==> src/rtl/sync_ff_filt_if.sv <==
// Level-signal bundle between an asynchronous source and the synchroniser.
// The master drives d. The slave (the synchroniser) returns the filtered level and edge pulses.
interface sync_ff_filt_if #(
    parameter int unsigned W = 1
);
    logic [W-1:0] d;
    logic [W-1:0] q;
    logic [W-1:0] rise;
    logic [W-1:0] fall;
    logic         chg;

    modport master (output d, input q, rise, fall, chg);
    modport slave  (input d, output q, rise, fall, chg);
endinterface

==> src/rtl/sync_ff_filt.sv <==
// Multi-channel N-flop synchroniser with a per-channel stability filter.
// Emits registered single-cycle rise/fall pulses on each accepted level change.
module sync_ff_filt #(
    parameter int unsigned     W       = 1,
    parameter int unsigned     N       = 2,
    parameter int unsigned     FILT    = 0,
    parameter logic [W-1:0]    RST_VAL = '0
) (
    input  logic          clk,
    input  logic          rst,
    sync_ff_filt_if.slave bus
);
    localparam int unsigned    CW      = (FILT == 0) ? 1 : $clog2(FILT + 1);
    localparam logic [CW-1:0]  CNT_MAX = CW'(FILT);

    if (N < 2) begin : g_bad_n
        $error("sync_ff_filt: N must be at least 2");
    end

    logic [W-1:0]  sync_q [N];
    logic [W-1:0]  s;
    logic [CW-1:0] cnt_q  [W];
    logic [CW-1:0] cnt_d  [W];
    logic [W-1:0]  q_q,    q_d;
    logic [W-1:0]  rise_q, rise_d;
    logic [W-1:0]  fall_q, fall_d;
    logic          chg_q,  chg_d;

    assign s = sync_q[N-1];

    // Filter: q moves only after s has disagreed with it for FILT+1 consecutive cycles.
    always_comb begin
        q_d    = q_q;
        rise_d = '0;
        fall_d = '0;
        for (int i = 0; i < W; i++) begin
            cnt_d[i] = '0;
            if (s[i] != q_q[i]) begin
                if (cnt_q[i] == CNT_MAX) begin
                    q_d[i]    = s[i];
                    rise_d[i] = s[i];
                    fall_d[i] = ~s[i];
                end else begin
                    cnt_d[i] = cnt_q[i] + CW'(1);
                end
            end
        end
        chg_d = |(rise_d | fall_d);
    end

    // The d -> sync_q[0] path is asynchronous and is constrained as a false path.
    always_ff @(posedge clk) begin
        if (rst) begin
            for (int k = 0; k < N; k++) begin
                sync_q[k] <= RST_VAL;
            end
            for (int i = 0; i < W; i++) begin
                cnt_q[i] <= '0;
            end
            q_q    <= RST_VAL;
            rise_q <= '0;
            fall_q <= '0;
            chg_q  <= 1'b0;
        end else begin
            sync_q[0] <= bus.d;
            for (int k = 1; k < N; k++) begin
                sync_q[k] <= sync_q[k-1];
            end
            for (int i = 0; i < W; i++) begin
                cnt_q[i] <= cnt_d[i];
            end
            q_q    <= q_d;
            rise_q <= rise_d;
            fall_q <= fall_d;
            chg_q  <= chg_d;
        end
    end

    assign bus.q    = q_q;
    assign bus.rise = rise_q;
    assign bus.fall = fall_q;
    assign bus.chg  = chg_q;
endmodule

==> src/flat_wrapper.sv <==
// flat-port wrapper written by rule: the top's interface ports become plain ports
module sync_ff_filt_flat 
#(
    parameter int unsigned     W       = 1,
    parameter int unsigned     N       = 2,
    parameter int unsigned     FILT    = 0,
    parameter logic [W-1:0]    RST_VAL = '0
)
  (clk, rst, bus_d, bus_q, bus_rise, bus_fall, bus_chg);
  sync_ff_filt_if #(.W(W)) bus_i ();
  input  logic clk;
  input  logic rst;
  input wire logic [$bits(bus_i.d)-1:0] bus_d;
  output wire logic [$bits(bus_i.q)-1:0] bus_q;
  output wire logic [$bits(bus_i.rise)-1:0] bus_rise;
  output wire logic [$bits(bus_i.fall)-1:0] bus_fall;
  output wire logic [$bits(bus_i.chg)-1:0] bus_chg;
  assign bus_i.d = bus_d;
  assign bus_q = bus_i.q;
  assign bus_rise = bus_i.rise;
  assign bus_fall = bus_i.fall;
  assign bus_chg = bus_i.chg;
  sync_ff_filt #(.W(W), .N(N), .FILT(FILT), .RST_VAL(RST_VAL)) u_core (.clk(clk), .rst(rst), .bus(bus_i));
endmodule
==> config.mk <==
export PLATFORM = sky130hd
export DESIGN_NAME = sync_ff_filt_flat
export DESIGN_NICKNAME = d
export VERILOG_FILES = /design/src/rtl/sync_ff_filt_if.sv /design/src/rtl/sync_ff_filt.sv /design/src/flat_wrapper.sv
export SDC_FILE = /design/constraint.sdc
export NUM_CORES = 1
export LEC_CHECK = 0
export CELL_PAD_IN_SITES_DETAIL_PLACEMENT = 0
export CELL_PAD_IN_SITES_GLOBAL_PLACEMENT = 1
export CORE_AREA = 2 2 39 41
export CTS_CLUSTER_DIAMETER = 150
export DETAILED_ROUTE_END_ITERATION = 7
export DIE_AREA = 0 0 41 43
export GPL_TIMING_DRIVEN = 0
export PLACE_DENSITY = 0.43
export SLEW_MARGIN = 40
export SYNTH_ARGS = -nofsm -noshare
export SYNTH_HDL_FRONTEND = slang
export SYNTH_SLANG_ARGS = --single-unit
==> constraint.sdc <==
create_clock -name clk -period 1.1 [get_ports clk]
set_input_delay 0.11 -clock clk [delete_from_list [all_inputs] [get_ports clk]]
set_output_delay 0.11 -clock clk [all_outputs]
set_load 0.05 [all_outputs]
# ---- Word-level counts from Yosys, hierarchy flattened
# Memory sizes are Yosys's and may differ from the RTL's.
# Index checks and enable logic that the tools add are counted.
dict set report word_totals {
  input_bits 3
  wordCells 28
  output_inout_bits 4
  ramBits 3
  memories 2
  ff_bits 4
}
# name depth word_bits rd rd_ports_with_merged_regs wr line
set memory_table {}
lappend memory_table {u_core.sync_q 2 1 2 0 2 sync_ff_filt.sv:20} ;# logic [W-1:0] sync_q [N];
lappend memory_table {u_core.cnt_q 1 1 1 0 1 sync_ff_filt.sv:22} ;# logic [CW-1:0] cnt_q [W];
dict set report classes {
  muxes 13
  eq_ne 1
  reduce_logical 2
  n_bitwise 5
  n_addsub 1
}
# cell n
set op_table {}
lappend op_table {{$mux 1} 13}
lappend op_table {{$or 1x1->1} 3}
lappend op_table {{$not 1->1} 2}
lappend op_table {{$reduce_and 2->1} 1}
lappend op_table {{$add 1x1->1 const B} 1}
lappend op_table {{$ne 1x1->1} 1}
lappend op_table {{$reduce_or 1->1} 1}

# ---- Logic depth before layout (Yosys ltp)
dict set report depth {
  word_depth 4
  ltp_mapped 4
  ltp_nobuf 4
}

# ---- Least setup slack after synthesis
# Ideal clock, no wire load.
dict set report synth_timing {
  path_kind {reg2reg}
  startpoint {reg u_core.q_q, in the netlist u_core.bus.q}
  endpoint {reg u_core.q_q, in the netlist u_core.bus.q}
  setup_slack_ns -0.280
  stages_incl_launch_ff 5
  setup_ns 0.116
  path_buffers 0
  required_ns 0.984
  period_less_slack_ns 1.380
  arrival_time_ns 1.264
  path_cell_list {dfxtp_1 inv_1 ha_1 mux2i_1 nor2_1}
}
dict set report synth_between {
  elab_chain_cells 2
}
# item line
set synth_rtl {}
lappend synth_rtl {{start: declaration} sync_ff_filt.sv:24} ;# logic [W-1:0] q_q, q_d;
lappend synth_rtl {{start signal: assignment} sync_ff_filt.sv:72} ;# q_q <= q_d;
lappend synth_rtl {{$ne 1x1->1} sync_ff_filt.sv:38} ;# if (s[i] != q_q[i]) begin
lappend synth_rtl {{$reduce_and 2->1 (no source line)} n/a}
# Every way passes these cells.
# A chain may end at the register's enable or synchronous reset.

# ---- Final worst setup path
dict set report layout_timing {
  startpoint {reg u_core.fall_q, in the netlist u_core.bus.fall}
  endpoint {out bus_fall}
}
# item line
set layout_rtl {}
lappend layout_rtl {{start: declaration} sync_ff_filt.sv:26} ;# logic [W-1:0] fall_q, fall_d;
lappend layout_rtl {{start signal: assignment} sync_ff_filt.sv:74} ;# fall_q <= fall_d;
lappend layout_rtl {{end: declaration} flat_wrapper.sv:16} ;# output wire logic [$bits(bus_i.fall)-1:0] bus_fall;
# No word-level cell between the ends.

==> metrics <==
Hold EP=u_core.sync_q[0][0]; CP Launch Type=flip-flop; VDD IR max=0.505 mV; die height=43 µm; CTS H-tree depth=1; vias in the first global route=128; Mapped Nets=22; DRC=0; Least-Margin Pin Slew=0.277 ns; CP top delay family=buffers and inverters; WHS=0.426 ns; Hold Path Class=in -> reg; r2r startpoint=u_core.bus.q; GPL Wtd Cong=0.682; Clock Latency Late Sink=0.25 ns; Initial DRC Count=0; met1 Use GR=0.0355; Comb pwr share=0.074; Reg power frac=0.469; GR Util met2=0.0531; clock share of power=0.456; Mean Syn Cell Area=11.5 µm²; Int Power=0.000377 W; worst r2r dst=u_core.bus.q; TritonCTS clock tree=done; WHS Path Cells=2; Rows=14; WP buf/inv=1; Routed WL=284 µm; RSZ-0062 raised after global routing=false; WS Path Type=reg -> out; maxcap violations=0; Fmax=0.992 GHz; Worst path max stage delay=0.36 ns; via count of the routed design=141; FF+latch count, synth=6; number of placed I/O pins=7; post-layout util=0.229; post-route insts no fill=43; Final nets=33; Root Buffer=clkbuf_4; Clock Path Buffers=2; antenna-violating nets left=0; cts bufs inserted=3; final hold vios=0; Simple-Gate Fraction of Synth Area=0.167; post-CTS setup buffers=0; final setup margin=0.0918 ns; Wirelength per Cell=6.60 µm; Max-slew headroom=0.816; R2R depth=4; Die X=41 µm; grt ovf=0; Synth Area in Compound Gates=0; initial antenna violation count=0; Inserted Diodes=0; P per Cell Area=1520 nW/µm²; CP cell instances=clkdlybuf4s15_2; Slowest cell on crit path=clkdlybuf4s15_2; hold_buf cts=0; largest net degree at the start of global routing=7; Mapped Cells=17; gr busiest metal=met3; Slew Viols, Final=0; Register-to-Register Setup Slack=0.10 ns; fin crit period=1.01 ns; met3 usage=0.0785; clock sink total=6; switch share=0.217; Layout Skew=0.00651 ns; largest family of logic cells by synthesized area=simple AND/OR/NAND/NOR gates; count of final setup violators=0; Initial Utilization=0.141; post-synthesis mux area share=0.0513; Cell Area, Synth=195 µm²; LEAKAGE=0.128 nW; Arr. time, crit path=0.90 ns; area of the die=1760 µm²; GR Util All Layers=0.0492; status=finished, final reports clean; first-pass GRT wire length=462 µm; fin crit share=0.917; Seq/Total Area, Yosys=0.615; Pwr Total=0.000481 W; Worst Path Max Fanout=1; Placed Instances=39; Net Switching=0.000104 W; pre-CTS setup slack=-0.149 ns; Worst-path clk slew=0.05 ns; Syn-to-layout area delta=62.2%; Pre-Repair DR Iteration Count=1; XOR/XNOR Fraction of Synth Area=0; adder-cell share of the synthesized area=0.128; share of layout cells above drive strength 1=0.370; routed vias/inst=3.28; core box area=1380 µm²; Hold Path Origin=bus_d; Worst EP required=0.99 ns; buffers added on ports=6; warnings from Yosys=0; Synth cell types=6; CP endpoint kind=output port
## registers in the layout, indices dropped and copies added, names as in the netlist
signal	flops
u_core.bus.fall	1
u_core.bus.chg	1
u_core.bus.rise	1
u_core.bus.q	1
u_core.sync_q	2
## Yosys cell counts
library cell	instances	area (µm²)
dfxtp_1	6	120
nor2b_1	4	25.0
ha_1	2	25.0
inv_1	2	7.51
nor2_1	2	7.51
mux2i_1	1	10.0
## layout by cell type, fill, tap and decap left out
master	n
clkdlybuf4s15_2	3
nor2_1	2
mux2i_1	1
ha_4	1
ha_1	1
inv_1	1
dfxtp_1	5
clkbuf_4	3
dfxtp_4	1
inv_2	1
clkbuf_1	1
nor2b_1	4
clkdlybuf4s50_1	2
buf_2	1
## metrics by stage
stage | instance area (µm²) | TNS (ns)
finish | 317 | 0
global route | 317 | 0
CTS | 323 | 0
detailed placement | 292 | -0.406
global placement | 292 | -0.407
floorplan | 211 | 0
## timing repair
action	4_1_cts	5_1_grt
endpoints found under the hold margin	0	0
endpoints found under the setup margin	4	1
resized for setup	12	2
## cells by family after synthesis
family / count (synthesis)
adders and majority gates: 2
buffers and inverters: 2
DFF: 6
muxes: 1
and+or+nand+nor: 6
## worst max path at each step
stage / slack (ns) / start / cells past startpoint / end
after detailed placement: -0.15 / u_core.bus.q / 1 / bus_q
final: 0.09 / u_core.bus.fall / 1 / bus_fall
after CTS: 0.002 / u_core.bus.q / 1 / bus_q
after floorplan: 0.03 / u_core.bus.q / 4 / u_core.bus.q
after global routing: 0.05 / u_core.bus.q / 4 / u_core.bus.q
after global placement: -0.15 / u_core.bus.q / 1 / bus_q
## power by group through the flow
stage | combinational (W) | clock (W) | sequential [W]
after detailed placement | 0.0000372 | 0 | 0.000230
after floorplan | 0.00000956 | 0 | 0.000240
after global routing | 0.0000390 | 0.000243 | 0.000226
after global placement | 0.0000372 | 0 | 0.000230
final | 0.0000358 | 0.000220 | 0.000226
after CTS | 0.0000367 | 0.000236 | 0.000226
## layer usage
metal / vias up / share of wire
li1: 71 / -
met1: 60 / 0.37
met2: 10 / 0.45
met3: 0 / 0.17
met4: 0 / 0
met5: - / 0
## final cells by class
class	instances	area (µm²)
multi-input combinational	9	80.1
timing repair buffer	6	58.8
tap	16	20.0
sequential	6	124
clock buffer	4	26.3
inverter	2	7.51
fill	153	1070
Note: power is estimated with default switching activity, not from simulation.
